===== config.mk =====
export PLATFORM = sky130hd
export DESIGN_NAME = fifo_wr_arbiter
export DESIGN_NICKNAME = d
export VERILOG_FILES = /design/src/rtl/fifo_wr_arbiter.sv
export SDC_FILE = /design/constraint.sdc
export NUM_CORES = 1
export LEC_CHECK = 0
export CORE_MARGIN = 2
export CORE_UTILIZATION = 30
export CTS_CLUSTER_DIAMETER = 200
export DETAILED_ROUTE_END_ITERATION = 10
export PLACE_DENSITY = 0.7
export SLEW_MARGIN = 10
export SYNTH_ARGS = -nofsm -noshare
export SYNTH_HDL_FRONTEND = slang
export SYNTH_SLANG_ARGS = --single-unit

===== constraint.sdc =====
create_clock -name clk -period 2.3 [get_ports clk]
set_input_delay 0.23 -clock clk [delete_from_list [all_inputs] [get_ports clk]]
set_output_delay 0.23 -clock clk [all_outputs]
set_load 0.02 [all_outputs]

===== src/rtl/fifo_wr_arbiter.sv =====
// Four-requester round-robin write arbiter feeding one shared FIFO.
// A grant holds for up to BURST_MAX beats; bursts are separated by one arbitration cycle.
module fifo_wr_arbiter #(
    parameter int DATA_W    = 8,
    parameter int BURST_MAX = 4
) (
    input  logic                clk,
    input  logic                rstn,
    input  logic [3:0]          req_valid,
    input  logic [4*DATA_W-1:0] req_data,
    output logic [3:0]          req_ready,
    input  logic                fifo_full,
    input  logic                fifo_alm_full,
    output logic                fifo_wren,
    output logic [DATA_W-1:0]   fifo_wrdata,
    output logic [1:0]          grant_id,
    output logic                busy
);

    typedef enum logic {
        IDLE  = 1'b0,
        BURST = 1'b1
    } state_t;

    state_t      r_state;
    state_t      w_state_nxt;
    logic [1:0]  r_rr_ptr;
    logic [1:0]  r_g;
    logic [3:0]  r_cnt;
    logic [1:0]  w_rr_ptr_nxt;
    logic [1:0]  w_g_nxt;
    logic [3:0]  w_cnt_nxt;
    logic [1:0]  w_sel;
    logic [1:0]  w_idx;
    logic        w_found;
    logic        w_xfer;
    logic        w_last;
    logic        w_exit;

    // First valid requester at or after the round-robin pointer.
    always_comb begin
        w_sel   = r_rr_ptr;
        w_found = 1'b0;
        w_idx   = r_rr_ptr;
        for (int k = 0; k < 4; k++) begin
            w_idx = r_rr_ptr + 2'(k);
            if (!w_found && req_valid[w_idx]) begin
                w_sel   = w_idx;
                w_found = 1'b1;
            end
        end
    end

    assign w_xfer = (r_state == BURST) && req_valid[r_g] && !fifo_full;
    assign w_last = (({1'b0, r_cnt} + 5'd1) == 5'(BURST_MAX)) || fifo_alm_full;
    assign w_exit = (r_state == BURST) && ((w_xfer && w_last) || !req_valid[r_g]);

    always_comb begin
        w_state_nxt  = r_state;
        w_rr_ptr_nxt = r_rr_ptr;
        w_g_nxt      = r_g;
        w_cnt_nxt    = r_cnt;
        case (r_state)
            IDLE: begin
                if (w_found) begin
                    w_g_nxt     = w_sel;
                    w_cnt_nxt   = 4'd0;
                    w_state_nxt = BURST;
                end
            end
            BURST: begin
                if (w_xfer) begin
                    w_cnt_nxt = r_cnt + 4'd1;
                end
                if (w_exit) begin
                    w_state_nxt  = IDLE;
                    w_rr_ptr_nxt = r_g + 2'd1;
                end
            end
            default: w_state_nxt = IDLE;
        endcase
    end

    always_ff @(posedge clk) begin
        if (rstn) begin
            r_state  <= IDLE;
            r_rr_ptr <= 2'd0;
            r_g      <= 2'd0;
            r_cnt    <= 4'd0;
        end else begin
            r_state  <= w_state_nxt;
            r_rr_ptr <= w_rr_ptr_nxt;
            r_g      <= w_g_nxt;
            r_cnt    <= w_cnt_nxt;
        end
    end

    // Reset (active high) blocks the write in the very cycle it is asserted.
    assign fifo_wren   = w_xfer && !rstn;
    assign req_ready   = (r_state == BURST && !fifo_full && !rstn) ? (4'b0001 << r_g) : 4'b0000;
    assign fifo_wrdata = req_data[r_g*DATA_W +: DATA_W];
    assign grant_id    = r_g;
    assign busy        = (r_state == BURST);

endmodule


==> results.tsv, run 1 <==
metric	value	unit
cts.clk_slew.worst_paths	0.06	ns
antenna_cells	0	
leakagePower	0.000538	uW
rsz0062_at_grt	no	
ir_drop	0.245	mV
slew_headroom	69.8	%
multiInputGateArea	606	um2
synth_area_leaders	dfxtp_1 22%, mux4_2 22%, ha_1 7.7%	
required	2.07	ns
grt_pass1_vias	913	
vias_per_cell	5.13	
cpMaxStageDelayCell	clkdlybuf4s50_1	
initial_core_util	32.2	%
wirelength	2540	um
antenna_found_initial	0	
area_growth	81.4	%
r2r_slack	0.49	ns
cts_resized	0	
power_density	383	nW/um2
setup_tns	0	ns
post-route-period-util	95.9	%
maxSlewViolCount	0	
synth_area	813	um2
drv_cap	0	
syn-num-nets	127	
start_kind	register	
drc	0	
n_fill_cell	233	
async_reset_ff_share	0	%
synth_top_cell_by_area	dfxtp_1	
finClkSkew	0.00294	ns
ios	56	
worst_pin_slew	0.448	ns
drive_gt1_share	15.1	%
finalNetCount	192	
min_path_type	register to register	
ys.flop_type	dfxtp_1	
post_cts_buffers	0	
final_cell_mix	55 x clkdlybuf4s50_1, 9 x dfxtp_1, 8 x mux4_2, 8 x buf_4, 7 x and2_1	
ys_seq_area_share	22.2	%
ys_ff_latch	9	
grt_first_pass_wirelength	4200	um
fp.coreArea	2520	um2
drtAntennaViolNets	0	
grt_max_degree	12	
vias	903	
yosys.area.top_type_share	22.2	%
crit_type	register to primary output	
seq_area	180	um2
drt_iter0_drc	15	
die-width	56.1	um
worstPathArrival	1.98	ns
end_kind	primary output	
hold_buffers	0	
grt-ovfl-total	0	
place_congestion	0.766	
crit_chain	buf_4, mux4_2, and2_1, clkdlybuf4s50_1	
insertion_delay	0.26	ns
fin_area	1480	um2
cts_tree	built	
worstPathMaxFanout	6	
min_period	2.21	ns
routedWlPerCell	14.4	um
cpPeakStageDelay	0.54	ns
num_rows	18	
placed_area	1450	um2
synthDistinctLibCells	31	
firstDrtPassIters	4	
cts_buffer_depth	2	
grt_usage	16.6	%
die_y	56.1	um
numPortBuffers	55	
yosys_warnings	0	
dpl.hpwl	2070	um
syn_inst	82	
setup_viol	0	
status	finished, final reports clean	
dieArea	3140	um2
cts-root-buf	clkbuf_4	
cts_sinks	9	
hold_slack	0.508	ns
synth_edf_count	0	
cts_max_level	1	
fmax	453	MHz
final_common_cell	clkdlybuf4s50_1	
hold_violations	0	
cts_buffers	3	
avgSynthCellArea	9.92	um2
per-layer routing:
layer | GRT usage (%) | routed length (um)
met3 | 4.65 | 210
met2 | 29.4 | 1240
met5 | 0 | 0
met4 | 3.06 | 10
met1 | 19.9 | 1080
worst max-delay path, delay by kind of cell, from the launching register on:
kind | cells | cell delay, ns
simple gates | 1 | 0.19
mux | 1 | 0.51
flops | 1 | 0.33
buf+inv | 2 | 0.69
logic make-up (layout without fill, tap and decap cells):
group                      count (synthesis)  count (layout)  synth area share (%)
adders and majority gates                  5               5                  7.69
DFF                                        9               9                  22.2
muxes                                     12              12                  29.2
buffers and inverters                      7              71                  3.38
AOI/OAI and AO/OA                         16              16                  14.2
and+or+nand+nor                           33              33                  23.4
cell usage after synthesis (all sizes together), types with 2 or more instances:
cell    instances
nor2b           6
a21oi           5
nand3b          2
nor3b           3
inv             4
clkbuf          2
ha              5
and2            7
dfxtp           9
o21ai           3
nor2            6
nor3            2
mux4            9
nand2           2
mux2i           2
nand2b          2
power breakdown:
part,switching (uW),internal (uW)
Clock,58.2,67.0
Sequential,9.17,165
Combinational,104,162
Total,171,394
area by class of cell:
cell class | instances | share of cell area [%]
inverter | 4 | 1.02
sequential | 9 | 12.2
multi-input combinational | 66 | 41.1
clock buffer | 4 | 1.78
tap | 30 | 2.54
timing repair buffer | 63 | 41.4
worst paths after layout:
path                                                from                        to  cells after the start
worst max-delay path            grant_id[0]$_SDFFE_PP0P_                 fifo_wren                      4
worst min-delay path               r_cnt[3]$_SDFFE_PP0P_     r_cnt[3]$_SDFFE_PP0P_                      2
worst max register to register  grant_id[0]$_SDFFE_PP0P_  r_rr_ptr[0]$_SDFFE_PP0P_                      5
worst min register to register     r_cnt[3]$_SDFFE_PP0P_     r_cnt[3]$_SDFFE_PP0P_                      2
per-stage QoR:
step | setup slack, ns | util (%) | std cells | total power (uW)
6_report | 0.0946 | 58.5 | 176 | 565
5_1_grt | 0.0156 | 58.5 | 176 | 597
4_1_cts | 0.0798 | 58.5 | 176 | 572
3_5_place_dp | 0.129 | 57.4 | 172 | 446
3_3_place_gp | 0.168 | 57.4 | 172 | 440
2_1_floorplan | 0.521 | - | 82 | 299
registers in the layout (all words and copies together), names as in the netlist:
signal,cells
r_cnt,4
grant_id,2
r_rr_ptr,2
busy,1
Note: power is estimated with default switching activity, not from simulation.
==> run 2, diff against run 1 <==
Clock period 2.3 ns to 2.7 ns, I/O delays scaled along.
==> results.tsv, run 2 (synthesized netlist as in run 1, its figures left out) <==
metric	value	unit
maxSlewViolCount	0	
setup_tns	0	ns
antenna_cells	0	
regMostFlops	r_cnt	
cts.clk_slew.worst_paths	0.07	ns
place_congestion	0.794	
cts_tree	built	
initial_core_util	32.2	%
dpl.hpwl	2080	um
cts_buffers	3	
insertion_delay	0.27	ns
drtAntennaViolNets	0	
routedWlPerCell	14.5	um
finalNetCount	187	
firstDrtPassIters	4	
final_cell_mix	55 x clkdlybuf4s50_1, 9 x dfxtp_1, 8 x mux4_2	
cts_sinks	9	
seq_area	180	um2
rsz0062_at_grt	no	
dieArea	3140	um2
hold_buffers	0	
wirelength	2490	um
final.setup.worst_slack	0.276	ns
final_common_cell	clkdlybuf4s50_1	
cpMaxStageDelayCell	mux4_1	
power_density	330	nW/um2
die_y	56.1	um
crit_family	buffers and inverters	
drv_cap	0	
vias_per_cell	5.32	
cts_resized	0	
vias	909	
swShare	31.1	%
slew_headroom	64.9	%
crit_chain	buf_4, mux4_1, clkdlybuf4s50_1	
worstPathArrival	2.15	ns
grt_pass1_vias	856	
status	finished, final reports clean	
finClkSkew	0.0113	ns
fmax	413	MHz
post-route-period-util	89.8	%
crit_buf_inv	2	
area_growth	76.9	%
multiInputGateArea	606	um2
intPower	327	uW
min_period	2.42	ns
num_rows	18	
power_frac_comb	45.9	%
grt_max_degree	12	
antenna_found_initial	0	
placed_area	1410	um2
start_kind	register	
crit_type	register to primary output	
cts_buffer_depth	2	
switching_power	148	uW
leakagePower	0.000515	uW
n_fill_cell	233	
fp.coreArea	2520	um2
cts-root-buf	clkbuf_4	
ir_drop	0.279	mV
post_cts_buffers	0	
drt_iter0_drc	22	
worstPathMaxFanout	9	
largest_register_ffs	4	
min_path_type	register to register	
die-width	56.1	um
hold_violations	0	
worst_pin_slew	0.521	ns
pre_cts_ws	0.349	ns
setup_viol	0	
numPortBuffers	55	
grt_first_pass_wirelength	4130	um
required	2.43	ns
end_kind	primary output	
drive_gt1_share	12.8	%
drc	0	
grt-ovfl-total	0	
grt_usage	16.7	%
pwr-share-clk	22.4	%
finalPower	474	uW
seq_power_share	31.7	%
cts_max_level	1	
ios	56	
fin_area	1440	um2
cpPeakStageDelay	0.57	ns
-- run 2: tightest hold or removal path, stage by stage (launching register included) --
cell and delay, ns:
dfxtp_1 0.32, nand2_1 0.06, a21oi_1 0.05
-- run 2: area by class of cell --
class                      count  share of cell area (%)
clock inverter                 1                   0.348
sequential                     9                    12.5
clock buffer                   3                    1.57
tap                           30                    2.61
inverter                       4                    1.04
timing repair buffer          58                    39.8
multi-input combinational     66                    42.1
-- run 2: stage by stage --
| stage | hold slack (ns) | utilization [%] | instances |
|---|---|---|---|
| floorplan | 0.459 | - | 82 |
| global placement | 0.473 | 56.0 | 167 |
| detailed placement | 0.477 | 56.0 | 167 |
| CTS | 0.485 | 57.0 | 171 |
| global route | 0.507 | 57.0 | 171 |
| finish | 0.482 | 57.0 | 171 |
-- run 2: power groups by stage --
| stage | clock [uW] | sequential, uW | combinational (uW) |
|---|---|---|---|
| after global placement | 0 | 153 | 215 |
| after CTS | 114 | 150 | 219 |
| after detailed placement | 0 | 154 | 219 |
| final | 106 | 150 | 218 |
| after floorplan | 0 | 155 | 99.8 |
| after global routing | 116 | 153 | 233 |
-- run 2: worst paths after layout --
| path | from | endpoint | slack [ns] | cells past startpoint |
|---|---|---|---|---|
| worst max-delay path | grant_id[0]$_SDFFE_PP0P_ | fifo_wrdata[5] | 0.28 | 3 |
| worst max register to register | grant_id[0]$_SDFFE_PP0P_ | r_rr_ptr[0]$_SDFFE_PP0P_ | 0.87 | 3 |
| worst min-delay path | r_cnt[3]$_SDFFE_PP0P_ | r_cnt[3]$_SDFFE_PP0P_ | 0.48 | 2 |
| worst min register to register | r_cnt[3]$_SDFFE_PP0P_ | r_cnt[3]$_SDFFE_PP0P_ | 0.48 | 2 |
-- run 2: per-layer routing --
layer,routed length [um],vias up,global-route usage (%),part of all wire [%]
met3,225,4,4.19,9.1
met4,29,0,6.12,1.2
met5,0,-,0,0
met1,1100,406,21.7,44
li1,-,431,-,-
met2,1130,68,26.7,46
==> run 3, diff against run 2 <==
Settings changed: CAP_MARGIN set to 20.
==> results of run 3 <==
Same layout as run 2: the final DEF is identical, and so are final timing and power.
